===== src/rtl/xor_reduce_pkg.sv =====
// Sizing helpers for the pipelined XOR reduction tree.
package xor_reduce_pkg;

  localparam int MAX_WIDTH = 256;

  function automatic int clog4(input int n);
    int r;
    int span;
    r = 0;
    span = 1;
    while (span < n) begin
      span = span * 4;
      r++;
    end
    return r;
  endfunction

  // ceil(w / 4^k): number of bits left after k reduction levels
  function automatic int level_width(input int w, input int k);
    int div;
    div = 1;
    for (int i = 0; i < k; i++) div = div * 4;
    return (w + div - 1) / div;
  endfunction

  function automatic int level_offset(input int w, input int k);
    int off;
    off = 0;
    for (int j = 0; j < k; j++) off = off + level_width(w, j);
    return off;
  endfunction

endpackage


===== src/rtl/xor_reduce_level.sv =====
// One registered 4:1 XOR level plus its valid/frame tags; latency 1 enabled edge.
// No backpressure: advances on every edge with SP=1, holds with SP=0.
module xor_reduce_level
  import xor_reduce_pkg::*;
#(
  parameter int IN_W  = 4,
  parameter int OUT_W = level_width(IN_W, 1)
) (
  input  logic             CK,
  input  logic             CD,
  input  logic             SP,
  input  logic [IN_W-1:0]  d,
  input  logic             d_vld,
  input  logic             d_fs,
  input  logic             d_fe,
  output logic [OUT_W-1:0] q,
  output logic             q_vld,
  output logic             q_fs,
  output logic             q_fe
);

  logic [OUT_W-1:0] grp;

  // the top group is narrower when IN_W is not a multiple of 4
  for (genvar g = 0; g < OUT_W; g++) begin : g_grp
    localparam int LO = 4 * g;
    localparam int HI = (4 * g + 3 < IN_W) ? 4 * g + 3 : IN_W - 1;
    assign grp[g] = ^d[HI:LO];
  end

  always_ff @(posedge CK or posedge CD) begin
    if (CD) begin
      q     <= '0;
      q_vld <= 1'b0;
      q_fs  <= 1'b0;
      q_fe  <= 1'b0;
    end else if (SP) begin
      q     <= grp;
      q_vld <= d_vld;
      q_fs  <= d_fs;
      q_fe  <= d_fe;
    end
  end

endmodule


===== src/rtl/xor_reduce_pipe.sv =====
// Pipelined WIDTH-bit parity; latency LEVELS enabled edges (+1 with XOR_REDUCE_FRAME_EN,
// which adds frame accumulation and abort flag). No backpressure; SP=0 freezes all state.
module xor_reduce_pipe
  import xor_reduce_pkg::*;
#(
  parameter int WIDTH = 21
) (
  input  logic             CK,
  input  logic             CD,
  input  logic             SP,
  input  logic             DV,
  input  logic [WIDTH-1:0] D,
  input  logic             FS,
  input  logic             FE,
  output logic             Z,
  output logic             ZV,
  output logic             ZF
);

  localparam int LEVELS = (clog4(WIDTH) > 1) ? clog4(WIDTH) : 1;
  localparam int TOTAL  = level_offset(WIDTH, LEVELS) + 1;

  // every level's bits packed end to end; level 0 is the raw input word
  logic [TOTAL-1:0] chain;
  logic [LEVELS:0]  vld_c;
  logic [LEVELS:0]  fs_c;
  logic [LEVELS:0]  fe_c;
  logic             p;

  assign chain[WIDTH-1:0] = D;
  assign vld_c[0]         = DV;
  assign fs_c[0]          = FS & DV;
  assign fe_c[0]          = FE & DV;

  for (genvar k = 1; k <= LEVELS; k++) begin : g_lvl
    localparam int IW = level_width(WIDTH, k - 1);
    localparam int OW = level_width(WIDTH, k);
    localparam int IO = level_offset(WIDTH, k - 1);
    localparam int OO = level_offset(WIDTH, k);

    xor_reduce_level #(.IN_W(IW)) u_lvl (
      .CK    (CK),
      .CD    (CD),
      .SP    (SP),
      .d     (chain[IO +: IW]),
      .d_vld (vld_c[k-1]),
      .d_fs  (fs_c[k-1]),
      .d_fe  (fe_c[k-1]),
      .q     (chain[OO +: OW]),
      .q_vld (vld_c[k]),
      .q_fs  (fs_c[k]),
      .q_fe  (fe_c[k])
    );
  end

  assign p = chain[TOTAL-1];

`ifdef XOR_REDUCE_FRAME_EN
  logic in_frame;
  logic acc;
  logic par;

  // a frame start discards whatever partial parity was accumulated
  always_comb begin
    par = (fs_c[LEVELS] ? 1'b0 : acc) ^ p;
  end

  always_ff @(posedge CK or posedge CD) begin
    if (CD) begin
      in_frame <= 1'b0;
      acc      <= 1'b0;
      Z        <= 1'b0;
      ZV       <= 1'b0;
      ZF       <= 1'b0;
    end else if (SP) begin
      ZV <= 1'b0;
      ZF <= 1'b0;
      if (vld_c[LEVELS]) begin
        ZF <= fs_c[LEVELS] & in_frame;
        if (fe_c[LEVELS]) begin
          Z        <= par;
          ZV       <= 1'b1;
          acc      <= 1'b0;
          in_frame <= 1'b0;
        end else begin
          acc      <= par;
          in_frame <= 1'b1;
        end
      end
    end
  end
`else
  assign Z  = p;
  assign ZV = vld_c[LEVELS];
  assign ZF = 1'b0;

  logic unused_tags;
  assign unused_tags = &{1'b0, fs_c, fe_c};
`endif

endmodule


===== config.mk =====
export PLATFORM = sky130hd
export DESIGN_NAME = xor_reduce_pipe
export DESIGN_NICKNAME = d
export VERILOG_FILES = /design/src/rtl/xor_reduce_pkg.sv /design/src/rtl/xor_reduce_level.sv /design/src/rtl/xor_reduce_pipe.sv
export SDC_FILE = /design/constraint.sdc
export NUM_CORES = 1
export LEC_CHECK = 0
export BUFFER_PORTS_ARGS = -buffer_cell sky130_fd_sc_hd__buf_2
export CAP_MARGIN = 20
export CORE_MARGIN = 1
export CORE_UTILIZATION = 52
export DETAILED_ROUTE_END_ITERATION = 16
export PLACE_DENSITY_LB_ADDON = 0.15
export RECOVER_POWER = 50
export SLEW_MARGIN = 20
export SYNTH_ARGS = -nofsm -noshare
export SYNTH_HDL_FRONTEND = slang
export SYNTH_HIERARCHICAL = 1
export SYNTH_SLANG_ARGS = --single-unit

===== constraint.sdc =====
create_clock -name CK -period 2.03 [get_ports CK]
set_input_delay 0 -clock CK [delete_from_list [all_inputs] [get_ports CK]]
set_output_delay 0 -clock CK [all_outputs]
set_load 0.005 [all_outputs]

==> impl_results.html <==
<table>
<tr><th>Metric</th><th>Value</th></tr>
<tr><th colspan="2">Run status</th></tr>
<tr><td>Outcome</td><td>completed</td></tr>
<tr><th colspan="2">Cells and area</th></tr>
<tr><td>Share of final-layout standard cells stronger than drive strength 1</td><td>36.4%</td></tr>
<tr><td>Count of filler cells inserted in the layout</td><td>91</td></tr>
<tr><td>Diodes inserted</td><td>0</td></tr>
<tr><td>Area growth from synthesis to layout</td><td>28.6%</td></tr>
<tr><td>Post-layout net count</td><td>117</td></tr>
<tr><th colspan="2">Power</th></tr>
<tr><td>Power density normalized to cell area</td><td>801 nW/µm²</td></tr>
<tr><td>Maximum resistive drop on vdd</td><td>0.000450 V</td></tr>
<tr><td>Leakage power summed over all cells</td><td>0.365 nW</td></tr>
<tr><th colspan="2">Drt</th></tr>
<tr><td>DR vias/cell</td><td>4.31</td></tr>
<tr><td>Number of remaining DRC errors</td><td>0</td></tr>
<tr><td>Drt first pass iters</td><td>4</td></tr>
<tr><td>First-iteration detailed-routing DRC count</td><td>2</td></tr>
<tr><td>Wire length per cell after detailed routing</td><td>8.93 µm</td></tr>
<tr><td>Total Wirelength</td><td>911 µm</td></tr>
<tr><td>Via total after detailed routing</td><td>440</td></tr>
<tr><td>Antenna Violating Nets Remaining</td><td>0</td></tr>
<tr><th colspan="2">Floorplanning</th></tr>
<tr><td>Cell Rows</td><td>12</td></tr>
<tr><td>Die height</td><td>36.7 µm</td></tr>
<tr><td>Total Die Area</td><td>1350 µm²</td></tr>
<tr><td>I/O pin total</td><td>30</td></tr>
<tr><td>Core Footprint</td><td>1110 µm²</td></tr>
<tr><td>Effective utilization at floorplan</td><td>56.3%</td></tr>
<tr><td>Die width</td><td>36.7 µm</td></tr>
<tr><th colspan="2">Worst setup path</th></tr>
<tr><td>Worst EP required</td><td>2160 ps</td></tr>
<tr><td>CP Launch Type</td><td>flop</td></tr>
<tr><td>Maximum fanout along the worst path</td><td>2</td></tr>
<tr><td>Category of the most critical setup path</td><td>reg -&gt; reg</td></tr>
<tr><td>CP endpoint kind</td><td>flop</td></tr>
<tr><td>Register-to-register path setup slack</td><td>1090 ps</td></tr>
<tr><td>Worst EP arrival</td><td>1070 ps</td></tr>
<tr><th colspan="2">Logic synthesis</th></tr>
<tr><td>Mean instance size in the synthesized netlist</td><td>10.6 µm²</td></tr>
<tr><td>Net count of the mapped netlist</td><td>86</td></tr>
<tr><td>Gate count after technology mapping</td><td>59</td></tr>
<tr><td>YS warnings</td><td>6</td></tr>
<tr><td>Syn Std Cell Area</td><td>626 µm²</td></tr>
<tr><th colspan="2">Timing</th></tr>
<tr><td>Worst hold margin</td><td>106 ps</td></tr>
<tr><td>RSZ-0062 raised after global routing</td><td>no</td></tr>
<tr><td>Slew Limit Fails</td><td>0</td></tr>
<tr><td>Final hold violations</td><td>0</td></tr>
<tr><td>Setup violations, final</td><td>0</td></tr>
<tr><td>Setup Total Neg Slack</td><td>0 ps</td></tr>
<tr><td>Post-route minimum period</td><td>943 ps</td></tr>
<tr><td>Fmax</td><td>1060 MHz</td></tr>
<tr><td>Clock Skews</td><td>3.67 ps</td></tr>
<tr><td>Final worst path period share</td><td>46.5%</td></tr>
<tr><th colspan="2">Job</th></tr>
<tr><td>Maximum Capacitance Violations</td><td>0</td></tr>
<tr><th colspan="2">CTS</th></tr>
<tr><td>Buffers inserted during post-CTS setup optimization</td><td>0</td></tr>
<tr><td>Post-CTS clock slew at the launch and capture registers of the worst setup and hold paths</td><td>60 ps</td></tr>
<tr><td>Clock insertion delay at the later pin of the skew report</td><td>260 ps</td></tr>
<tr><td>Maximum clock insertion buffer count</td><td>2</td></tr>
<tr><td>Number of buffers added by the clock tree synthesis step</td><td>3</td></tr>
<tr><td>Max H-tree Level</td><td>1</td></tr>
<tr><td>Post-CTS Resized</td><td>0</td></tr>
<tr><td>CTS tree</td><td>done</td></tr>
<tr><td>Clock root cell</td><td>sky130_fd_sc_hd__clkbuf_4</td></tr>
<tr><td>CTS hold repair buffers</td><td>3</td></tr>
<tr><td>Sinks on the clock net</td><td>12</td></tr>
<tr><th colspan="2">Global routing</th></tr>
<tr><td>Vias in the first global route</td><td>381</td></tr>
<tr><td>Total global routing track utilization</td><td>15.5%</td></tr>
<tr><td>Initial antenna violation count</td><td>0</td></tr>
<tr><td>Wire length of the first global-routing pass</td><td>1430 µm</td></tr>
<tr><td>Remaining Overflow, GRT</td><td>0</td></tr>
<tr><td>Pin count of the biggest net entering global routing</td><td>21</td></tr>
<tr><th colspan="2">Placement</th></tr>
<tr><td>GPL Wtd Cong</td><td>0.677</td></tr>
<tr><td>Half-perimeter wire length after detailed placement</td><td>680 µm</td></tr>
<tr><td>Count of buffers from port buffering</td><td>26</td></tr>
<tr><th colspan="2">Min path</th></tr>
<tr><td>Type of the most critical hold path</td><td>in -&gt; reg</td></tr>
</table>
[final cells by class]
class                      count  area, µm²  share of cell area (%)
clock buffer                   3       22.5                    2.80
timing repair buffer          29        159                    19.8
sequential                    12        300                    37.3
inverter                       3       11.3                    1.40
multi-input combinational     41        294                    36.5
tap                           14       17.5                    2.18
[stage by stage]
stage / cells / setup WS, ps / area, µm² / util (%) / total power (W)
2_1_floorplan: 59 / 1170 / 626 / - / 0.000458
3_3_place_gp: 96 / 1100 / 753 / 67.8 / 0.000506
3_5_place_dp: 96 / 1110 / 753 / 67.8 / 0.000511
4_1_cts: 102 / 1090 / 806 / 72.5 / 0.000653
5_1_grt: 102 / 1050 / 805 / 72.4 / 0.000687
6_report: 102 / 1090 / 805 / 72.4 / 0.000645
[critical path, cell delays in order (launching register included)]
cell	delay, ps
sky130_fd_sc_hd__dfrtp_1	390
sky130_fd_sc_hd__xnor2_1	210
sky130_fd_sc_hd__xnor2_1	140
sky130_fd_sc_hd__a21oi_1	80
[final timing paths]
check	start	end	depth (start not counted)
max in group asynchronous	CD	g_lvl[1].u_lvl/q[0]	3
setup reg to reg	g_lvl[1].u_lvl/q[3]	g_lvl[2].u_lvl/q[0]	3
min in group asynchronous	CD	g_lvl[3].u_lvl/q_vld	3
hold / removal	D[0]	g_lvl[1].u_lvl/q[0]	4
setup / recovery	g_lvl[1].u_lvl/q[3]	g_lvl[2].u_lvl/q[0]	3
hold reg to reg	g_lvl[1].u_lvl/q_vld	g_lvl[2].u_lvl/q_vld	1
[power by group]
part	switching, W	leakage [nW]	total, W	internal [W]
clock	0.0000680	0.0138	0.000136	0.0000683
combinational	0.0000716	0.216	0.000184	0.000112
sequential	0.0000313	0.136	0.000324	0.000293
[layout by cell type (no fill, tap or decap)]
master / instances
sky130_fd_sc_hd__nor2_1: 8
sky130_fd_sc_hd__dlygate4sd3_1: 3
sky130_fd_sc_hd__inv_1: 3
sky130_fd_sc_hd__buf_2: 25
sky130_fd_sc_hd__conb_1: 1
sky130_fd_sc_hd__dfrtp_1: 12
sky130_fd_sc_hd__clkbuf_4: 3
sky130_fd_sc_hd__xnor2_1: 20
sky130_fd_sc_hd__mux2_2: 4
sky130_fd_sc_hd__a21oi_1: 8
sky130_fd_sc_hd__clkbuf_1: 1
[flip-flops by register name, indices dropped and copies added, names as in the netlist]
signal             flops
g_lvl.u_lvl/q_vld      3
g_lvl.u_lvl/q          9
[per-layer routing]
layer	wire (µm)	vias up	track usage (%)	part of all wire (%)
met4	0	0	11.1	0
met5	0	-	0	0
met2	463	16	25.0	51
li1	-	240	-	-
met1	414	184	18.0	45
met3	33	0	3.66	3.6
Note: power is estimated with default switching activity, not from simulation.
